**src/rtl/apb2axi_rsp_slicer.sv**
```systemverilog
// Per-tag read-response buffer: queues tagged AXI beats and drains each one as APB-width words on request.
// Latency: a request accepted at edge N presents its word after edge N. A beat accepted at edge N can be drained from edge N+1.
// Backpressure: in_rdy drops when the tag FIFO is full or that tag is being flushed. drn_req_rdy drops while an unconsumed word is held.
//
// Ports:
//   pclk, preset                 clock, asynchronous active-high reset
//   in_vld/in_rdy/in_tag/...     AXI read beat input (data, resp, last)
//   drn_req/drn_req_rdy/drn_tag  per-tag word request from the register front end
//   drn_vld/drn_rdy/drn_data/... registered drain word (last, err, miss pulse)
//   flush_vld/flush_tag          discard everything queued on one tag
//   tag_avail/tag_err            per-tag word-available and sticky slave-error status
module apb2axi_rsp_slicer #(
    parameter int TAG_NUM    = 8,
    parameter int DEPTH      = 8,
    parameter int AXI_DATA_W = 64,
    parameter int APB_DATA_W = 32,
    parameter int TAG_W      = $clog2(TAG_NUM)
) (
    input  logic                  pclk,
    input  logic                  preset,
    // AXI beat input
    input  logic                  in_vld,
    output logic                  in_rdy,
    input  logic [TAG_W-1:0]      in_tag,
    input  logic [AXI_DATA_W-1:0] in_data,
    input  logic [1:0]            in_resp,
    input  logic                  in_last,
    // drain request
    input  logic                  drn_req,
    input  logic [TAG_W-1:0]      drn_tag,
    output logic                  drn_req_rdy,
    // drain word output
    output logic                  drn_vld,
    input  logic                  drn_rdy,
    output logic [APB_DATA_W-1:0] drn_data,
    output logic                  drn_last,
    output logic [1:0]            drn_err,
    output logic                  drn_miss,
    // flush
    input  logic                  flush_vld,
    input  logic [TAG_W-1:0]      flush_tag,
    // status
    output logic [TAG_NUM-1:0]    tag_avail,
    output logic [TAG_NUM-1:0]    tag_err
);

    localparam int RATIO = AXI_DATA_W / APB_DATA_W;
    localparam int PTR_W = $clog2(DEPTH);
    localparam int CNT_W = PTR_W + 1;
    localparam int IDX_W = (RATIO > 1) ? $clog2(RATIO) : 1;

    typedef struct packed {
        logic                  last;
        logic [1:0]            resp;
        logic [AXI_DATA_W-1:0] data;
    } beat_t;

    // Beat storage: not reset, only the pointers qualify its contents.
    beat_t mem_q [TAG_NUM][DEPTH];

    // Per-tag FIFO pointers
    logic [PTR_W-1:0]      head_q      [TAG_NUM];
    logic [PTR_W-1:0]      head_d      [TAG_NUM];
    logic [PTR_W-1:0]      tail_q      [TAG_NUM];
    logic [PTR_W-1:0]      tail_d      [TAG_NUM];
    logic [CNT_W-1:0]      cnt_q       [TAG_NUM];
    logic [CNT_W-1:0]      cnt_d       [TAG_NUM];

    // Per-tag slice register: the beat currently being handed out word by word
    logic [AXI_DATA_W-1:0] cur_data_q  [TAG_NUM];
    logic [AXI_DATA_W-1:0] cur_data_d  [TAG_NUM];
    logic [1:0]            cur_resp_q  [TAG_NUM];
    logic [1:0]            cur_resp_d  [TAG_NUM];
    logic                  cur_last_q  [TAG_NUM];
    logic                  cur_last_d  [TAG_NUM];
    logic [IDX_W-1:0]      cur_idx_q   [TAG_NUM];
    logic [IDX_W-1:0]      cur_idx_d   [TAG_NUM];
    logic [TAG_NUM-1:0]    cur_valid_q;
    logic [TAG_NUM-1:0]    cur_valid_d;

    logic [TAG_NUM-1:0]    tag_err_q;
    logic [TAG_NUM-1:0]    tag_err_d;

    // Drain output register
    logic                  drn_vld_q;
    logic                  drn_vld_d;
    logic [APB_DATA_W-1:0] drn_data_q;
    logic [APB_DATA_W-1:0] drn_data_d;
    logic                  drn_last_q;
    logic                  drn_last_d;
    logic [1:0]            drn_err_q;
    logic [1:0]            drn_err_d;
    logic                  drn_miss_q;
    logic                  drn_miss_d;

    // Per-cycle decode
    logic                  in_acc;
    logic                  req_acc;
    logic                  req_flush;
    logic                  do_slice;
    logic                  do_pop;
    logic [TAG_NUM-1:0]    enq_oh;
    logic [TAG_NUM-1:0]    pop_oh;
    beat_t                 pop_beat;

    // ------------------------------------------------------------------
    // Handshakes and status
    // ------------------------------------------------------------------
    // A beat aimed at a tag that is being flushed this cycle is refused
    // rather than written, so the flush never has to race a write.
    assign in_rdy      = (cnt_q[in_tag] < CNT_W'(DEPTH)) &&
                         !(flush_vld && (flush_tag == in_tag));
    assign drn_req_rdy = !drn_vld_q || drn_rdy;

    always_comb begin
        for (int t = 0; t < TAG_NUM; t++) begin
            tag_avail[t] = cur_valid_q[t] || (cnt_q[t] != '0);
        end
    end

    assign tag_err  = tag_err_q;
    assign drn_vld  = drn_vld_q;
    assign drn_data = drn_data_q;
    assign drn_last = drn_last_q;
    assign drn_err  = drn_err_q;
    assign drn_miss = drn_miss_q;

    // ------------------------------------------------------------------
    // Request decode: a pending slice always drains before the FIFO head,
    // so words of one beat are never interleaved with the next beat.
    // ------------------------------------------------------------------
    always_comb begin
        in_acc    = in_vld && in_rdy;
        req_acc   = drn_req && drn_req_rdy;
        req_flush = flush_vld && (flush_tag == drn_tag);
        do_slice  = 1'b0;
        do_pop    = 1'b0;
        if (req_acc && !req_flush) begin
            if (cur_valid_q[drn_tag]) begin
                do_slice = 1'b1;
            end else if (cnt_q[drn_tag] != '0) begin
                do_pop = 1'b1;
            end
        end
        enq_oh   = in_acc ? (TAG_NUM'(1) << in_tag)  : '0;
        pop_oh   = do_pop ? (TAG_NUM'(1) << drn_tag) : '0;
        pop_beat = mem_q[drn_tag][head_q[drn_tag]];
    end

    // ------------------------------------------------------------------
    // Next-state logic
    // ------------------------------------------------------------------
    always_comb begin
        head_d      = head_q;
        tail_d      = tail_q;
        cnt_d       = cnt_q;
        cur_data_d  = cur_data_q;
        cur_resp_d  = cur_resp_q;
        cur_last_d  = cur_last_q;
        cur_idx_d   = cur_idx_q;
        cur_valid_d = cur_valid_q;
        tag_err_d   = tag_err_q;
        drn_vld_d   = drn_vld_q;
        drn_data_d  = drn_data_q;
        drn_last_d  = drn_last_q;
        drn_err_d   = drn_err_q;
        drn_miss_d  = 1'b0;

        // Consumer took the held word.
        if (drn_vld_q && drn_rdy) begin
            drn_vld_d = 1'b0;
        end

        if (req_acc) begin
            if (do_slice) begin
                drn_vld_d  = 1'b1;
                drn_data_d = cur_data_q[drn_tag][cur_idx_q[drn_tag]*APB_DATA_W +: APB_DATA_W];
                drn_err_d  = cur_resp_q[drn_tag];
                drn_last_d = 1'b0;
                if (cur_idx_q[drn_tag] == IDX_W'(RATIO - 1)) begin
                    cur_valid_d[drn_tag] = 1'b0;
                    cur_idx_d[drn_tag]   = '0;
                    drn_last_d           = cur_last_q[drn_tag];
                end else begin
                    cur_idx_d[drn_tag] = cur_idx_q[drn_tag] + IDX_W'(1);
                end
            end else if (do_pop) begin
                drn_vld_d       = 1'b1;
                drn_data_d      = pop_beat.data[APB_DATA_W-1:0];
                drn_err_d       = pop_beat.resp;
                head_d[drn_tag] = head_q[drn_tag] + PTR_W'(1);
                if (RATIO > 1) begin
                    // Word 0 leaves now; the rest of the beat parks in the slice.
                    cur_data_d[drn_tag]  = pop_beat.data;
                    cur_resp_d[drn_tag]  = pop_beat.resp;
                    cur_last_d[drn_tag]  = pop_beat.last;
                    cur_idx_d[drn_tag]   = IDX_W'(1);
                    cur_valid_d[drn_tag] = 1'b1;
                    drn_last_d           = 1'b0;
                end else begin
                    drn_last_d = pop_beat.last;
                end
            end else begin
                // Empty tag, or the tag is being flushed under the request.
                drn_miss_d = 1'b1;
            end
        end

        if (in_acc) begin
            tail_d[in_tag] = tail_q[in_tag] + PTR_W'(1);
            if (in_resp[1]) begin
                tag_err_d[in_tag] = 1'b1;
            end
        end

        // Simultaneous push and pop on one tag leave the count unchanged.
        for (int t = 0; t < TAG_NUM; t++) begin
            if (enq_oh[t] && !pop_oh[t]) begin
                cnt_d[t] = cnt_q[t] + CNT_W'(1);
            end else if (!enq_oh[t] && pop_oh[t]) begin
                cnt_d[t] = cnt_q[t] - CNT_W'(1);
            end
        end

        // Flush overrides everything else on its tag; the output register
        // keeps any word it already holds.
        if (flush_vld) begin
            head_d[flush_tag]      = '0;
            tail_d[flush_tag]      = '0;
            cnt_d[flush_tag]       = '0;
            cur_valid_d[flush_tag] = 1'b0;
            cur_idx_d[flush_tag]   = '0;
            tag_err_d[flush_tag]   = 1'b0;
        end
    end

    // ------------------------------------------------------------------
    // State registers
    // ------------------------------------------------------------------
    always_ff @(posedge pclk or posedge preset) begin
        if (preset) begin
            for (int t = 0; t < TAG_NUM; t++) begin
                head_q[t]     <= '0;
                tail_q[t]     <= '0;
                cnt_q[t]      <= '0;
                cur_data_q[t] <= '0;
                cur_resp_q[t] <= '0;
                cur_last_q[t] <= 1'b0;
                cur_idx_q[t]  <= '0;
            end
            cur_valid_q <= '0;
            tag_err_q   <= '0;
            drn_vld_q   <= 1'b0;
            drn_data_q  <= '0;
            drn_last_q  <= 1'b0;
            drn_err_q   <= '0;
            drn_miss_q  <= 1'b0;
        end else begin
            head_q      <= head_d;
            tail_q      <= tail_d;
            cnt_q       <= cnt_d;
            cur_data_q  <= cur_data_d;
            cur_resp_q  <= cur_resp_d;
            cur_last_q  <= cur_last_d;
            cur_idx_q   <= cur_idx_d;
            cur_valid_q <= cur_valid_d;
            tag_err_q   <= tag_err_d;
            drn_vld_q   <= drn_vld_d;
            drn_data_q  <= drn_data_d;
            drn_last_q  <= drn_last_d;
            drn_err_q   <= drn_err_d;
            drn_miss_q  <= drn_miss_d;
        end
    end

    // Beat memory write port
    always_ff @(posedge pclk) begin
        if (in_acc) begin
            mem_q[in_tag][tail_q[in_tag]] <= '{last: in_last, resp: in_resp, data: in_data};
        end
    end

endmodule

```
**config.mk**
```make
export PLATFORM = sky130hd
export DESIGN_NAME = apb2axi_rsp_slicer
export DESIGN_NICKNAME = d
export VERILOG_FILES = /design/src/rtl/apb2axi_rsp_slicer.sv
export SDC_FILE = /design/constraint.sdc
export NUM_CORES = 2
export LEC_CHECK = 0
export CORE_MARGIN = 2
export CORE_UTILIZATION = 40
export DETAILED_ROUTE_END_ITERATION = 16
export PLACE_DENSITY = 0.61
export SLEW_MARGIN = 20
export SYNTH_ARGS = -nofsm -noshare
export SYNTH_HDL_FRONTEND = slang
export SYNTH_MEMORY_MAX_BITS = 65536
export SYNTH_SLANG_ARGS = --single-unit
```
**constraint.sdc**
```tcl
create_clock -name pclk -period 33 [get_ports pclk]
set_input_delay 6.6 -clock pclk [delete_from_list [all_inputs] [get_ports pclk]]
set_output_delay 6.6 -clock pclk [all_outputs]
set_load 0.005 [all_outputs]
```
* Word level (Yosys, flattened, before mapping)
Memory sizes are Yosys's and may differ from the RTL's. Cells that the tools add are included.
Storage, ports and cells: register bits after elaboration 677, input bits 82, RAM bits 4288, memories kept 1, ROM bits 0, bits in latches 0, output and inout port bits 55
Cells by class: div/mod/pow operators 0, multiplexer cells 118, $lt $le $gt $ge 16, equal/unequal tests 2, $add $sub $neg 19, shift operators 3, reduce and logical (&&, ||, !) cells 70, $mul 0, bitwise logic cells 23
Memory list:
- mem_q | words 8, bits a word 536, rd ports 1, clocked after memory_dff 0, wr ports 1, RTL line 59 | beat_t mem_q [TAG_NUM][DEPTH];
Operators by type and width (number):
- $mux 536 | 1
- $bwmux 512 | 1
- $bmux 67 s3 | 1
- $demux 67 s3 | 1
- $mux 67 | 3
- $bmux 64 s3 | 1
- $demux 64 s3 | 1
- $mux 64 | 3
- $mux 24 | 6
- $mux 8 | 15
- $mux 32 | 3
- $mux 4 | 21
- $shiftx 64x7->32 | 1
- $and 24x24->24 | 2
- $bwmux 24 | 2
- $and 8x8->8 | 5
- $reduce_bool 4->1 | 9
- $add 4x1->4 const B | 8
- $and 32x32->32 | 1
- $not 32->32 | 1
- $not 8->8 | 4
- $sub 4x1->4 const B | 8
- $logic_and 1x1->1 | 30
- $demux 3 s3 | 3
- 30 further kinds | 120

* Depth between registers and ports, before layout
word-level depth 14, mapped depth 15, mapped depth without buffers 8

* Least setup slack after synthesis
Ideal clock, no wire load.
path type input to output, start input port in_tag[0], end output port in_rdy, stages on the path 4, path slack 18.422 ns, required time 26.400 ns, arrival 7.978 ns, path through clkbuf_1 > mux4_2 > a41o_1 > mux2i_1
On the way: cells in the longest elaborated chain, start to end 6
Ends and longest elaborated chain:
- from (decl) | RTL line 24 | input logic [TAG_W-1:0] in_tag,
- $not 3->4 (not written as such) | RTL line 111 | assign in_rdy = (cnt_q[in_tag] < CNT_W'(DEPTH)) &&
- $bmux 4 s3 | RTL line 111
- $mux 4 (not written as such) (2 in a row) | RTL line 111
- $lt 4x4->1 | RTL line 111
- $logic_and 1x1->1 * | RTL line 111
- to (decl) | RTL line 23 | output logic in_rdy,
Mark *: on every way between the ends. The rest lies on a longest branch, timed or not. The select of a mux whose other input is x is not followed.

* Worst setup path in the final report
start input port in_tag[1], end output port in_rdy
Same word-level chain as after synthesis.

==> results.json <==
{
  "status": "finished clean",
  "initial_core_util_pct": 40.1,
  "die_area_um2": 500000,
  "vdd.ir_drop.worst_mv": 0.0493,
  "postCtsResizedCells": 0,
  "p_clk_share_pct": 35.2,
  "synth_top_cell_by_area": "edfxtp_1",
  "insertion_delay_ps": 1080,
  "setup.worst_path.end_class": "output port",
  "intPower_w": 0.0113,
  "min_period_over_period_pct": 49.1,
  "cp-start-kind": "input pin",
  "min_from": "cur_data_q[287]$_DFFE_PP0P_",
  "fp.dieH_um": 707,
  "rsz0062_at_grt": "false",
  "syn_area_um2": 198000,
  "clockBufferDepth": 4,
  "rows": 258,
  "post_drt_wl_per_cell_um": 36.0,
  "synth.distinct_cells": 109,
  "yosysSeqAreaShare_pct": 73.7,
  "grtUsageTotal_pct": 24.5,
  "cp_slowest_cell": "clkdlybuf4s50_1",
  "worstSetupPathType": "in -> out",
  "io-pin-count": 137,
  "root_buffer": "clkbuf_16",
  "grt_max_degree": 211,
  "synth_fp_nets": 10300,
  "grt_first_pass_wirelength_mm": 859,
  "swShare_pct": 27.1,
  "tritoncts": "done",
  "power.net_switching_w": 0.00419,
  "required_ps": 26400,
  "max-cap-violations": 0,
  "r2r_slack_ps": 27190,
  "io_buffers": 136,
  "leakage_nw": 72.8,
  "cp_max_fo": 19,
  "hold_buffers": 0,
  "tightest_slew_ps": 1260,
  "vias": 109000,
  "setup_viol": 0,
  "yosysMostFrequentCell": "edfxtp_1",
  "maxSlewHeadroom_pct": 16.2,
  "core-area_um2": 493000,
  "drtIter0Drc": 16100,
  "synth_common_cells": "4288 x edfxtp_1, 919 x mux4_2, 805 x mux2_2",
  "timing.rr.start": "cnt_q[3]$_DFF_PP0_",
  "clock_sinks": 4965,
  "synth_cells": 10100,
  "dp_hpwl_mm": 332,
  "critical_path_arrival_ps": 9610,
  "first_pass_iters": 6,
  "grt_pass1_vias": 107000,
  "cts_setup_buffers": 0,
  "slowest_delay_ps": 1080,
  "synth_ff_type": "edfxtp_1",
  "clkTransAtPathRegs_ps": 60,
  "grt.overflow.total": 0,
  "power_density_nw_per_um2": 69.5,
  "finalWirelength_mm": 625,
  "comb_power_share_pct": 16.1,
  "holdPathStages": 2,
  "path_common_cell": "clkdlybuf4s50_1",
  "ant_nets": 0,
  "synth-edff-count": 4288,
  "viasPerCell": 6.29,
  "die_x_um": 707,
  "ys_async_sr_fraction_pct": 13.6,
  "seqPwrFrac_pct": 48.7,
  "synth_warnings": 0,
  "fmax_mhz": 61.7,
  "place_area_um2": 207000,
  "setup_tns_ps": 0,
  "synthToLayoutAreaGrowth_pct": 12.6,
  "fin_nets": 10500,
  "cpLargestDelayFamily": "buffers and inverters",
  "critPathBufInv": 2,
  "postSynthAreaPerCell_um2": 19.5,
  "gp_congestion": 0.817,
  "crit_chain": "clkdlybuf4s50_1, mux4_2, a41o_1, mux2i_1, clkdlybuf4s50_1",
  "clock_skew_ps": 80.1,
  "cts_inserted_buffers": 480,
  "ys_ff_latch": 4965,
  "hold_violations": 0,
  "timing_max_transition_violations_final": 0,
  "r2r_cells": 8,
  "rr_endpoint": "mem_q[0][367]$_DFFE_PP_",
  "fin_crit_ps": 16210,
  "yosys-top-cells-area": "edfxtp_1 65%, mux4_2 10%, dfrtp_1 8.6%, mux2_2 4.6%, mux2i_1 1.3%",
  "layout-drive-gt1-share_pct": 28.1,
  "synth_top_cell_area_share_pct": 65.1,
  "final_area_um2": 223000,
  "hold_path_end": "cur_data_q[287]$_DFFE_PP0P_",
  "htree_levels": 5,
  "hp-class": "reg -> reg",
  "antenna_found_initial": 48,
  "drc_errors": 0
}
==> metal layers <==
layer / global-route usage, % / up-vias / wire length [um]
met4: 8.95 / 30 / 25200
li1: - / 42300 / -
met1: 34.1 / 58900 / 241000
met5: 0.692 / - / 690
met3: 6.02 / 1275 / 75200
met2: 37.4 / 6809 / 284000
==> power groups by stage <==
| stage | sequential (W) | combinational, W | clock [W] |
|---|---|---|---|
| floorplan | 0.00758 | 0.00138 | 0 |
| finish | 0.00753 | 0.00249 | 0.00544 |
| CTS | 0.00753 | 0.00245 | 0.00549 |
| global route | 0.00758 | 0.00260 | 0.00572 |
| detailed placement | 0.00766 | 0.00244 | 0 |
| global placement | 0.00761 | 0.00238 | 0 |
==> area by class of cell <==
cell class	count	area [um2]
antenna	29	72.6
clock buffer	609	12800
clock inverter	279	2600
fill	41100	270000
inverter	27	131
multi-input combinational	4481	48800
sequential	4965	146000
tap	6500	8130
timing repair buffer	485	4330
==> flip-flops by register name (all words and copies together) (netlist names) <==
signal       count
tag_err          8
drn_data        32
mem_q         4288
drn_last         1
tail_q          24
cur_idx_q        8
cur_valid_q      8
cnt_q           32
drn_err          2
drn_vld          1
cur_resp_q      16
cur_last_q       8
cur_data_q     512
drn_miss         1
head_q          24
==> per-stage QoR <==
step           std cells  power (W)  worst slack (ps)  hold WS, ps  utilization [%]
2_1_floorplan      10100    0.00896              7420          440                -
3_3_place_gp       16400    0.00999             16730          455             41.9
3_5_place_dp       16500     0.0101             16710          466             42.0
4_1_cts            17300     0.0155             16710          479             45.1
5_1_grt            17400     0.0159             16660          501             45.1
6_report           17400     0.0155             16790          480             45.2
==> kinds of logic after synthesis <==
kind of cell	after synthesis	share of synthesized area (%)
and+or+nand+nor	1005	2.35
DFF	4965	73.7
adders and majority gates	26	0.165
muxes	2010	16.6
AOI/OAI and AO/OA	1413	4.96
xor gates and xnor gates	27	0.120
buffers and inverters	699	2.07
==> tightest hold or removal path: cells and delay by family, from the launching register on <==
kind               cells  cell delay (ps)
DFF                    1              340
and+or+nand+nor        1               50
AOI/OAI and AO/OA      1               60
==> how the worst max path moves through the flow <==
stage	from	endpoint	slack [ps]	cells after the start
final	in_tag[1]	in_rdy	16790	5
after global routing	in_tag[1]	in_rdy	16660	5
after CTS	in_tag[1]	in_rdy	16710	5
after detailed placement	in_tag[1]	in_rdy	16710	5
after global placement	in_tag[1]	in_rdy	16730	5
after floorplan	preset	cnt_q[0]$_DFF_PP0_	7420	1
==> cell usage in the layout, fill, tap and decap left out, drive strengths merged, types with 36 or more instances in the layout <==
master         synthesis  layout
edfxtp              4288    4288
mux4                 928     928
mux2                 822     822
dfrtp                677     677
clkbuf               205     609
nand2                457     457
buf                  467     419
o22ai                380     380
mux2i                260     260
a21oi                247     247
nor2                 241     241
clkinv                 1     222
o21ai                149     149
a211oi               106     106
clkdlybuf4s50          0      66
nor3                  62      62
a22o                  61      61
nand3                 60      60
a22oi                 58      58
a31oi                 50      50
o221ai                47      47
o31ai                 39      39
bufinv                 0      38
a2bb2oi               36      36
Power figures use the tool's default switching activity.
